<file path="config.mk">
export PLATFORM = sky130hd
export DESIGN_NAME = button_conditioner
export DESIGN_NICKNAME = d
export VERILOG_FILES = /design/src/rtl/lockin_ui_pkg.sv /design/src/rtl/debounce_channel.sv /design/src/rtl/button_conditioner.sv
export SDC_FILE = /design/constraint.sdc
export NUM_CORES = 1
export LEC_CHECK = 0
export BUFFER_PORTS_ARGS = -buffer_cell sky130_fd_sc_hd__buf_2
export CORE_ASPECT_RATIO = 1.75
export CORE_MARGIN = 3
export CORE_UTILIZATION = 60
export CTS_CLUSTER_SIZE = 25
export DETAILED_ROUTE_END_ITERATION = 16
export PLACE_DENSITY = 0.8
export SETUP_SLACK_MARGIN = 0.3
export SLEW_MARGIN = 15
export SYNTH_ARGS = -nofsm -noshare
export SYNTH_HDL_FRONTEND = slang
export SYNTH_HIERARCHICAL = 1
export SYNTH_SLANG_ARGS = --single-unit
</file>
<file path="constraint.sdc">
create_clock -name clk -period 3.9 [get_ports clk]
set_input_delay 0.195 -clock clk [delete_from_list [all_inputs] [get_ports clk]]
set_output_delay 0.195 -clock clk [all_outputs]
set_load 0.01 [all_outputs]
</file>
<file path="src/rtl/lockin_ui_pkg.sv">
// Shared constants and types for the lock-in front-panel user interface.
// Cycle counts assume a 50 MHz system clock.
package lockin_ui_pkg;

    localparam int DEBOUNCE_20MS = 1_000_000;
    localparam int REPEAT_500MS  = 25_000_000;
    localparam int REPEAT_100MS  = 5_000_000;

    typedef enum logic [1:0] {
        IDLE   = 2'd0,
        DELAY  = 2'd1,
        REPEAT = 2'd2
    } repeat_state_t;

endpackage

</file>
<file path="src/rtl/debounce_channel.sv">
// One push-button channel: 2-flop synchroniser, stability debounce and a
// one-cycle pulse on the released->pressed transition of the debounced level.
module debounce_channel
    import lockin_ui_pkg::*;
#(
    parameter int DEBOUNCE_CYCLES = DEBOUNCE_20MS,
    parameter bit ACTIVE_LOW      = 1'b1
) (
    input  logic clk,
    input  logic reset,
    input  logic key_raw,
    output logic pressed,
    output logic press_pulse
);

    localparam int   CW       = (DEBOUNCE_CYCLES > 1) ? $clog2(DEBOUNCE_CYCLES) : 1;
    localparam logic RELEASED = ACTIVE_LOW ? 1'b1 : 1'b0;

    logic          sync_meta;
    logic          sync_out;
    logic          level;
    logic [CW-1:0] count;

    assign level = sync_out ^ ACTIVE_LOW;

    // The level must disagree with the accepted state for DEBOUNCE_CYCLES
    // consecutive samples before it is taken; any agreement restarts the wait.
    always_ff @(posedge clk) begin
        if (reset) begin
            sync_meta   <= RELEASED;
            sync_out    <= RELEASED;
            count       <= '0;
            pressed     <= 1'b0;
            press_pulse <= 1'b0;
        end else begin
            sync_meta   <= key_raw;
            sync_out    <= sync_meta;
            press_pulse <= 1'b0;
            if (level == pressed) begin
                count <= '0;
            end else if (count == CW'(DEBOUNCE_CYCLES - 1)) begin
                count       <= '0;
                pressed     <= level;
                press_pulse <= level;
            end else begin
                count <= count + 1'b1;
            end
        end
    end

endmodule

</file>
<file path="src/rtl/button_conditioner.sv">
// Turns three raw bouncy keys into clean one-cycle pulses, with hold-to-repeat
// on up/down and mutual lock-out while up and down are held together.
module button_conditioner
    import lockin_ui_pkg::*;
#(
    parameter int DEBOUNCE_CYCLES      = DEBOUNCE_20MS,
    parameter int REPEAT_DELAY_CYCLES  = REPEAT_500MS,
    parameter int REPEAT_PERIOD_CYCLES = REPEAT_100MS,
    parameter bit ACTIVE_LOW           = 1'b1
) (
    input  logic clk,
    input  logic reset,
    input  logic key_up,
    input  logic key_down,
    input  logic key_scale,
    output logic btn_up,
    output logic btn_down,
    output logic btn_scale
);

    localparam int TMAX = (REPEAT_DELAY_CYCLES > REPEAT_PERIOD_CYCLES) ?
                          REPEAT_DELAY_CYCLES : REPEAT_PERIOD_CYCLES;
    localparam int TW   = (TMAX > 1) ? $clog2(TMAX) : 1;

    logic [1:0]    held;
    logic [1:0]    press;
    logic          scale_pulse;
    logic          scale_held;
    logic          dual;

    repeat_state_t state      [2];
    repeat_state_t state_next [2];
    logic [TW-1:0] timer      [2];
    logic [TW-1:0] timer_next [2];
    logic          pulse_next [2];

    debounce_channel #(
        .DEBOUNCE_CYCLES (DEBOUNCE_CYCLES),
        .ACTIVE_LOW      (ACTIVE_LOW)
    ) u_up (
        .clk         (clk),
        .reset       (reset),
        .key_raw     (key_up),
        .pressed     (held[0]),
        .press_pulse (press[0])
    );

    debounce_channel #(
        .DEBOUNCE_CYCLES (DEBOUNCE_CYCLES),
        .ACTIVE_LOW      (ACTIVE_LOW)
    ) u_down (
        .clk         (clk),
        .reset       (reset),
        .key_raw     (key_down),
        .pressed     (held[1]),
        .press_pulse (press[1])
    );

    debounce_channel #(
        .DEBOUNCE_CYCLES (DEBOUNCE_CYCLES),
        .ACTIVE_LOW      (ACTIVE_LOW)
    ) u_scale (
        .clk         (clk),
        .reset       (reset),
        .key_raw     (key_scale),
        .pressed     (scale_held),
        .press_pulse (scale_pulse)
    );

    assign dual = held[0] & held[1];

    // Entering DELAY from IDLE without a press pulse is how a key left over
    // from a dual press restarts silently: its press edge has already gone.
    always_comb begin
        for (int ch = 0; ch < 2; ch++) begin
            state_next[ch] = state[ch];
            timer_next[ch] = timer[ch];
            pulse_next[ch] = 1'b0;
            if (!held[ch] || dual) begin
                state_next[ch] = IDLE;
                timer_next[ch] = '0;
            end else begin
                unique case (state[ch])
                    IDLE: begin
                        state_next[ch] = DELAY;
                        timer_next[ch] = '0;
                        pulse_next[ch] = press[ch];
                    end
                    DELAY: begin
                        if (timer[ch] == TW'(REPEAT_DELAY_CYCLES - 1)) begin
                            state_next[ch] = REPEAT;
                            timer_next[ch] = '0;
                            pulse_next[ch] = 1'b1;
                        end else begin
                            timer_next[ch] = timer[ch] + 1'b1;
                        end
                    end
                    REPEAT: begin
                        if (timer[ch] == TW'(REPEAT_PERIOD_CYCLES - 1)) begin
                            timer_next[ch] = '0;
                            pulse_next[ch] = 1'b1;
                        end else begin
                            timer_next[ch] = timer[ch] + 1'b1;
                        end
                    end
                    default: begin
                        state_next[ch] = IDLE;
                        timer_next[ch] = '0;
                    end
                endcase
            end
        end
    end

    always_ff @(posedge clk) begin
        if (reset) begin
            for (int ch = 0; ch < 2; ch++) begin
                state[ch] <= IDLE;
                timer[ch] <= '0;
            end
            btn_up    <= 1'b0;
            btn_down  <= 1'b0;
            btn_scale <= 1'b0;
        end else begin
            for (int ch = 0; ch < 2; ch++) begin
                state[ch] <= state_next[ch];
                timer[ch] <= timer_next[ch];
            end
            btn_up    <= pulse_next[0];
            btn_down  <= pulse_next[1];
            btn_scale <= scale_pulse;
        end
    end

endmodule

</file>
# --- Word level (Yosys, flattened, before mapping) ---
# Memory sizes are Yosys's and may differ from the RTL's.
# Cells that the tools add are included.
word_totals:
  register_bits: 75
  latchBits: 0
  ram_bits: 54
  rom_bits: 0
  in_bits: 5
  out_inout_bits: 3
  memories: 2
classes:
  addsub: 5
  mul: 0
  n_div: 0
  order_cmp: 0
  eq_ne: 14
  n_shift: 0
  muxes: 27
  n_bitwise: 14
  reduce_logical: 17
memory_table:
  columns: ["name", "depth", "width", "read_ports", "rd_ports_with_merged_regs", "wr", "line_no", "text"]
  rows:
  - ["timer", 2, 25, 2, 0, 2, "button_conditioner.sv:33", "logic [TW-1:0] timer [2];"]
  - ["state", 2, 2, 2, 0, 2, "button_conditioner.sv:31", "repeat_state_t state [2];"]
ops:
  columns: ["cell", "n"]
  rows:
  - ["2-to-1 mux 25 bit", 8]
  - ["case mux 25 bit (2 select lines)", 2]
  - ["adder 20 x 1 -> 20 bit (second input constant)", 3]
  - ["== test 20 bit (second input constant)", 3]
  - ["adder 25 x 1 -> 25 bit (second input constant)", 2]
  - ["== test 25 x 23 -> 1 bit (second input constant)", 2]
  - ["== test 25 bit (second input constant)", 2]
  - ["OR reduction 3 bit", 6]
  - ["2-to-1 mux 2 bit", 6]
  - ["case mux 2 bit (3 select lines)", 2]
  - ["NOT 1 bit", 9]
  - ["2-to-1 mux 1 bit", 7]
  - ["case mux 1 bit (3 select lines)", 2]
  - ["AND reduction 2 bit", 3]
  - ["== test 2 x 1 -> 1 bit (second input constant)", 2]
  - ["== test 2 bit (second input constant)", 2]
  - ["logical NOT 2 bit", 2]
  - ["OR 1 bit", 4]
  - ["OR reduction 2 bit", 2]
  - ["== test 1 bit", 3]
  - ["logical NOT 1 bit", 2]
  - ["logical OR 1 bit", 2]
  - ["AND 1 bit", 1]

# --- Longest topological paths before layout ---
# Gate-level depths: netlist of the first run.
logic_depth:
  word_depth: 5
  ltp_mapped: 7
  mapped_depth_nobuf: 6

# --- Modules after synthesis ---
# The synthesis of the first run kept the hierarchy.
by_module_without_submodules:
  columns: ["mod", "n_inst", "cells_each", "area_per_inst_um2", "seq_area_each_um2"]
  rows:
  - ["button_conditioner", 1, 342, 3050.4, 1141.1]
  - ["debounce_channel at u_down ...", 2, 121, 1082.3, 480.5]
  - ["debounce_channel at u_up", 1, 123, 1091.0, 480.5]

# --- Least setup slack after synthesis of the first run ---
# OpenSTA, ideal clock, no wires.
synth_path:
  path_kind: "flip-flop to flip-flop"
  startpoint: "mem timer[0][32] (netlist name)"
  endpoint: "mem timer[0][44] (netlist name)"
  setup_time_ns: 0.132
  arrival_ns: 2.052
  required_time_ns: 3.768
  setup_slack_ns: 1.716
  stages_incl_launch_ff: 7
  n_path_buf: 2
  period_less_slack_ns: 2.184
  cell_sequence: "dfxtp_1 -> or4b_1 -> or4_1 -> buf_2 -> o31ai_4 -> buf_6 -> a22oi_1"
synth_lines:
  columns: ["item", "line_no"]
  rows:
  - ["start, declared", "button_conditioner.sv:33"]

==> run metrics, run 1 <==
outcome=finished, final reports clean; Final Slew Violations=0; CTS Sinks=129; Clock Path Buffers=2; Post-Place Cells=817; CTS Root Cell=clkbuf_16; Pre-Repair DR Iteration Count=5; Placement Rows=48; combinational power share=0.006; DRC Markers=0; Finished Layout Cells=852; area of the multi-input gates=3482 um^2; Avg Synthesized Cell Area=8.919 um^2; Final period util=0.7305; gr usage total=0.2404; Starting Density=0.6287; RSZ-0062 raised after global routing=no; crit-path max FO=25; clock power share=0.566; P per Cell Area=439.0 nW/um^2; Worst Hold End=btn_scale; P_sw=0.6112 mW; Die X=83.50 um; Setup Total Neg Slack=0 ps; Synthesis Warnings=6; DR vias=roughly 5300; Final GP Congestion=0.8210; max_slew headroom=0.3460; initial antenna violation count=0; hold path cells=2; RR Startpoint=timer[0][39]; CP startpoint kind=flip-flop; first-pass GRT wire length=23600 um; largest net degree at the start of global routing=26; reg2reg setup slack=1050 ps; Flop pwr share=0.428; most frequent cells in the layout=dfxtp_1 (129), nor2_1 (73), xnor2_1 (60), a21oi_1 (40), nand2_1 (38); R2R Path End=timer[0][47]; #FFs+latches synth=between 100 and 150; Hold Crit Class=in -> reg; worst-margin pin slew=980.9 ps; ANT nets after route=0; Max Cap Viol=0; Final Critical Period=2849 ps; vias in the first global route=5318; Pleak=2.046 nW; Yosys cell types=53; share of layout cells above drive strength 1=0.08253; Setup violations, final=0; Crit. End Element=flip-flop; Cell Area, Synth=between 6000 and 7000 um^2; Post-CTS Resized=0; Post-Syn Nets=roughly 730; Seq/Total Area, Yosys=0.4095; Sw Ratio=0.1977; maximum clock frequency=between 300 and 400 MHz; PortBufs=7; Worst Min Path Start=reset; Setup Buffers After CTS=0; final net count=734; Post-Place Setup Slack=1088 ps; core area=approximately 10000 um^2; Critical Path AT=3160 ps; P&R area growth vs syn=11.69%; WP data required=around 4200 ps; Routed Wire Length=13530 um; CTS Buf Count=17; storage element area=2582 um^2; Hold Vio Cnt, Final=0; hpwl dp=roughly 9000 um; FF-to-FF path depth=4; fraction of registers with async set or reset after synthesis=0; DIE AREA=11820 um^2; CTS tree=done; htree depth=4; critical path class=reg -> reg; diodes inserted=0; Post-synth EDFFs=0; clock latency on the worst-skew pair=420 ps; I/O pin count=8; Wirelength per Cell=15.88 um; grt ovf=0; Post-Syn Instances=just over 700; Final WS setup=1051 ps; Layout Skew=7.191 ps; 1st-iter DRT viols=429; Die Y=about 140 um; Vias/cell=6.261; P_int=2.481 mW; Main synth FF type=dfxtp_1; most common cell after layout, fill and taps aside=dfxtp_1; CTS clk-pin slew, worst paths=60 ps; VDD IR max=0.0003493 V; number of fill cells=736
==> layer usage <==
metal  vias up  part of all wire  GRT usage
met3        42             0.030    0.05578
li1       2603                 -          -
met4         0             0.033     0.1229
met1      2561              0.39     0.2486
met2       128              0.55     0.4475
met5         -                 0          0
==> registers in the layout (all words and copies together), names as in the netlist, 4 cells and up <==
register / count
state: 4
timer: 50
u_down/count: 20
u_scale/count: 20
u_up/count: 20
==> final cells by class <==
cell class,count,share of cell area
clock inverter,13,0.02967
inverter,28,0.01492
sequential,129,0.3667
timing repair buffer,10,0.009238
clock buffer,19,0.06289
tap,125,0.02221
multi-input combinational,528,0.4944
==> synthesized netlist by cell type (all sizes together) (4+ instances only) <==
master / n / area [um^2]
or2: 7 / 43.79
o31ai: 14 / 132.6
or4: 25 / 198.9
nor3: 24 / 120.1
nor4bb: 4 / 40.04
nor3b: 6 / 45.04
nand4: 29 / 211.5
xor2: 15 / 131.4
nor4b: 4 / 35.03
buf: 14 / 105.1
clkbuf: 8 / 31.28
a22oi: 18 / 135.1
nand2: 38 / 142.6
nor4: 25 / 156.4
and3: 13 / 81.33
nor2: 73 / 274.0
nand3: 35 / 175.2
nand2b: 4 / 25.02
or3: 17 / 106.4
dfxtp: 129 / 2582
and4: 8 / 70.07
ha: 15 / 187.7
o21ai: 19 / 136.4
a21oi: 40 / 200.2
inv: 28 / 105.1
a211oi: 4 / 30.03
xnor2: 60 / 525.5
or3b: 4 / 35.04
==> worst max path at each step <==
stage                       startpoint      endpoint  slack (ps)  cells past startpoint
after CTS                 timer[0][39]  timer[0][47]        1060                      4
after global routing       timer[0][0]   timer[0][1]         860                      5
final                     timer[0][39]  timer[0][47]        1050                      4
after global placement    timer[0][39]  timer[0][47]        1150                      4
after detailed placement  timer[0][39]  timer[0][47]        1090                      4
after floorplan           timer[0][32]  timer[0][44]        1720                      6
==> critical path, cell delays in order (launching register included) <==
cell and delay [ps]:
dfxtp_1 420, or4b_1 440, or4_1 670, o31ai_4 890, o2bb2a_1 310
==> kinds of logic after synthesis <==
logic type,after synthesis,share of synthesized area
fa+ha+maj,15,0.02976
buf+inv,50,0.03829
flops,129,0.4095
xor+xnor,75,0.1042
compound gates,107,0.1175
mux,3,0.004762
simple gates,328,0.2960
==> repair_timing <==
action                                  4_1_cts  5_1_grt
endpoints found under the setup margin        0        0
hold buffers                                  3        0
endpoints found under the hold margin         3        0
==> stage by stage <==
step / hold slack, ps / area [um^2] / power, mW / utilization
final: 205.1 / 7043 / 3.092 / 0.7022
after global routing: 243.1 / 7043 / 3.174 / 0.7022
after CTS: 192.9 / 7043 / 3.112 / 0.7022
after detailed placement: 387.0 / 6361 / 1.369 / 0.6342
after global placement: 381.6 / 6361 / 1.369 / 0.6342
after floorplan: 266.6 / 6306 / 1.362 / -
==> power by group through the flow <==
stage / registers, mW / clock network [mW] / logic (mW)
floorplan: 1.35 / 0 / 0.0101
global placement: 1.35 / 0 / 0.0159
detailed placement: 1.35 / 0 / 0.0165
CTS: 1.32 / 1.77 / 0.0188
global route: 1.32 / 1.83 / 0.0209
finish: 1.32 / 1.75 / 0.0190
Power figures use the tool's default switching activity.
==> run 2: changes to the inputs <==
- ABC_AREA: unset -> 1
- clock period: 3.9 -> 2.66 ns (I/O delays scaled with it)
==> run metrics, run 2 <==
I/O pin count=8; crit-path max FO=4; Yosys cell types=33; critical path class=reg -> reg; Final GP Congestion=0.9479; Crit. End Element=flip-flop; maximum clock frequency=586.3 MHz; max_slew headroom=0.6793; DR vias=6446; P_int=3.371 mW; Pleak=2.616 nW; Hold Crit Class=in -> reg; WL met1=5688 um; Setup Total Neg Slack=0 ps; Hold Vio Cnt, Final=0; Final Critical Period=1706 ps; Wirelength per Cell=between 10 and 15 um; core area=11290 um^2; P per Cell Area=roughly 550 nW/um^2; Post-Place Cells=1164; Post-synth EDFFs=0; Seq/Total Area, Yosys=0.3673; Synthesis Warnings=6; Max Cap Viol=0; final net count=1074; Routed Wire Length=14570 um; Finished Layout Cells=between 1000 and 1500; combinational power share=0.007; Clock Path Buffers=2; CTS Buf Count=17; count leader, synth=nand2_1; RSZ-0062 raised after global routing=no; Post-Syn Nets=1054; Top Metal Used=met4; Die X=around 88 um; max FFs per register=50; clock latency on the worst-skew pair=just over 400 ps; P&R area growth vs syn=9.842%; most common cell after layout, fill and taps aside=nand2_1; fraction of registers with async set or reset after synthesis=0; Vias/cell=5.381; largest net degree at the start of global routing=26; PortBufs=7; post-synth top area share=0.3673; Final period util=0.6412; DRC Markers=0; Final Slew Violations=0; Layout Skew=6.985 ps; P_sw=0.8407 mW; CTS Sinks=about 130; CP startpoint kind=flip-flop; Most flops, register=timer; Post-Syn Instances=1034; grt ovf=0; DIE AREA=about 13000 um^2; VDD IR max=0.0004089 V; Setup Buffers After CTS=0; CTS clk-pin slew, worst paths=~50 ps; CTS tree=done; Sw Ratio=0.1996; vias in the first global route=slightly above 6000; gr usage total=0.2397; diodes inserted=0; most frequent cells in the layout=nand2_1 (244), nor2_1 (198), dfxtp_1 (129), inv_1 (118), nand3_1 (56); most common library cells after synthesis=nand2_1 (244), nor2_1 (198), dfxtp_1 (129); ANT nets after route=0; first-pass GRT wire length=25420 um; Setup violations, final=0; hpwl dp=10900 um; Main synth FF type=dfxtp_1; synth top area cells=dfxtp_1 (37%), nand2_1 (13%), nor2_1 (11%); Avg Synthesized Cell Area=roughly 7 um^2; Post-CTS Resized=0; Critical Path AT=around 2000 ps; WP data required=about 3000 ps; outcome=finished, final reports clean; Cell Area, Synth=7030 um^2; Flop pwr share=0.461; metal3 WL=400 um; worst-margin pin slew=between 400 and 500 ps; 1st-iter DRT viols=between 200 and 250; initial antenna violation count=0; htree depth=4; clock power share=0.532; Starting Density=0.6225; wire length on met2=roughly 7800 um; Placement Rows=51; Pre-Repair DR Iteration Count=5; CTS Root Cell=clkbuf_16; Synth area leader=dfxtp_1; Die Y=149.2 um; #FFs+latches synth=roughly 130; share of layout cells above drive strength 1=0.1220
==> run 2: cell types whose count changed in the layout (fill, tap and decap cells not counted), moves of 18 or more <==
| cell | delta |
|---|---|
| a22oi_1 | -18 |
| inv_1 | +90 |
| nand2_1 | +206 |
| nand3_1 | +21 |
| nor2_1 | +125 |
| nor2_2 | +41 |
| nor4_1 | -25 |
| or4_1 | -22 |
| xnor2_1 | -48 |
==> run 2: stage by stage <==
stage	hold WS [ps]	setup WS (ps)	util	instance area, um^2	total power [mW]
floorplan	202.1	1117	-	7030	2.006
detailed placement	318.3	965.6	0.6303	7119	2.011
finish	70.76	954.4	0.6837	7722	4.212
CTS	62.79	950.3	0.6837	7722	4.254
global route	98.32	726.2	0.6837	7722	4.348
global placement	318.0	1005	0.6303	7119	2.010
==> run 2: final timing paths <==
| kind | cells after the start | slack, ps | end | startpoint |
|---|---|---|---|---|
| setup / recovery | 8 | 950 | timer[0][12] | timer[0][0] |
| hold / removal | 2 | 70 | u_down/pressed | reset |
| setup reg to reg | 8 | 950 | timer[0][12] | timer[0][0] |
| hold reg to reg | 1 | 410 | u_up/sync_out | u_up/sync_meta |
==> run 2: what timing repair did <==
item | 4_1_cts | 5_1_grt
endpoints found under the setup margin | 0 | 0
hold endpoints to repair | 3 | 0
hold buffers | 3 | 0
==> run 2: area by class of cell <==
class / count / area (um^2)
Timing Repair Buffer: 10 / 65.06
Multi-Input combinational cell: 770 / 3864
Clock inverter: 9 / 108.9
Clock buffer: 22 / 464.2
Sequential cell: 129 / 2582
Inverter: 126 / 473.0
Fill cell: 998 / 3572
Tap cell: 132 / 165.2
==> run 2: power groups by stage <==
stage	registers [mW]	clock network, mW	logic [mW]
after floorplan	1.98	0	0.0227
after CTS	1.94	2.28	0.0306
after global placement	1.98	0	0.0266
after global routing	1.94	2.37	0.0342
final	1.94	2.24	0.0301
after detailed placement	1.98	0	0.0271
==> run 2: critical path: stages (launching register included) <==
cell	delay, ps
dfxtp_1	380
ha_1	240
nand2_1	70
nor2_1	170
nand2_1	140
nor2_1	220
nand2_1	110
o21ai_0	220
nor2_2	60
==> run 2: kinds of logic (layout without fill, tap and decap cells) <==
group | count (synthesis) | in the layout | share of synthesized area
simple gates | 646 | 646 | 0.4159
xor+xnor | 44 | 44 | 0.05481
compound gates | 65 | 65 | 0.05214
buf+inv | 135 | 167 | 0.08311
fa+ha+maj | 15 | 15 | 0.02670
flops | 129 | 129 | 0.3673
==> run 2: routing by layer <==
metal | up-vias | GRT usage
li1 | 3298 | -
met1 | 2928 | 0.2463
met2 | 154 | 0.4350
met3 | 66 | 0.04699
met4 | 0 | 0.1406
met5 | - | 0
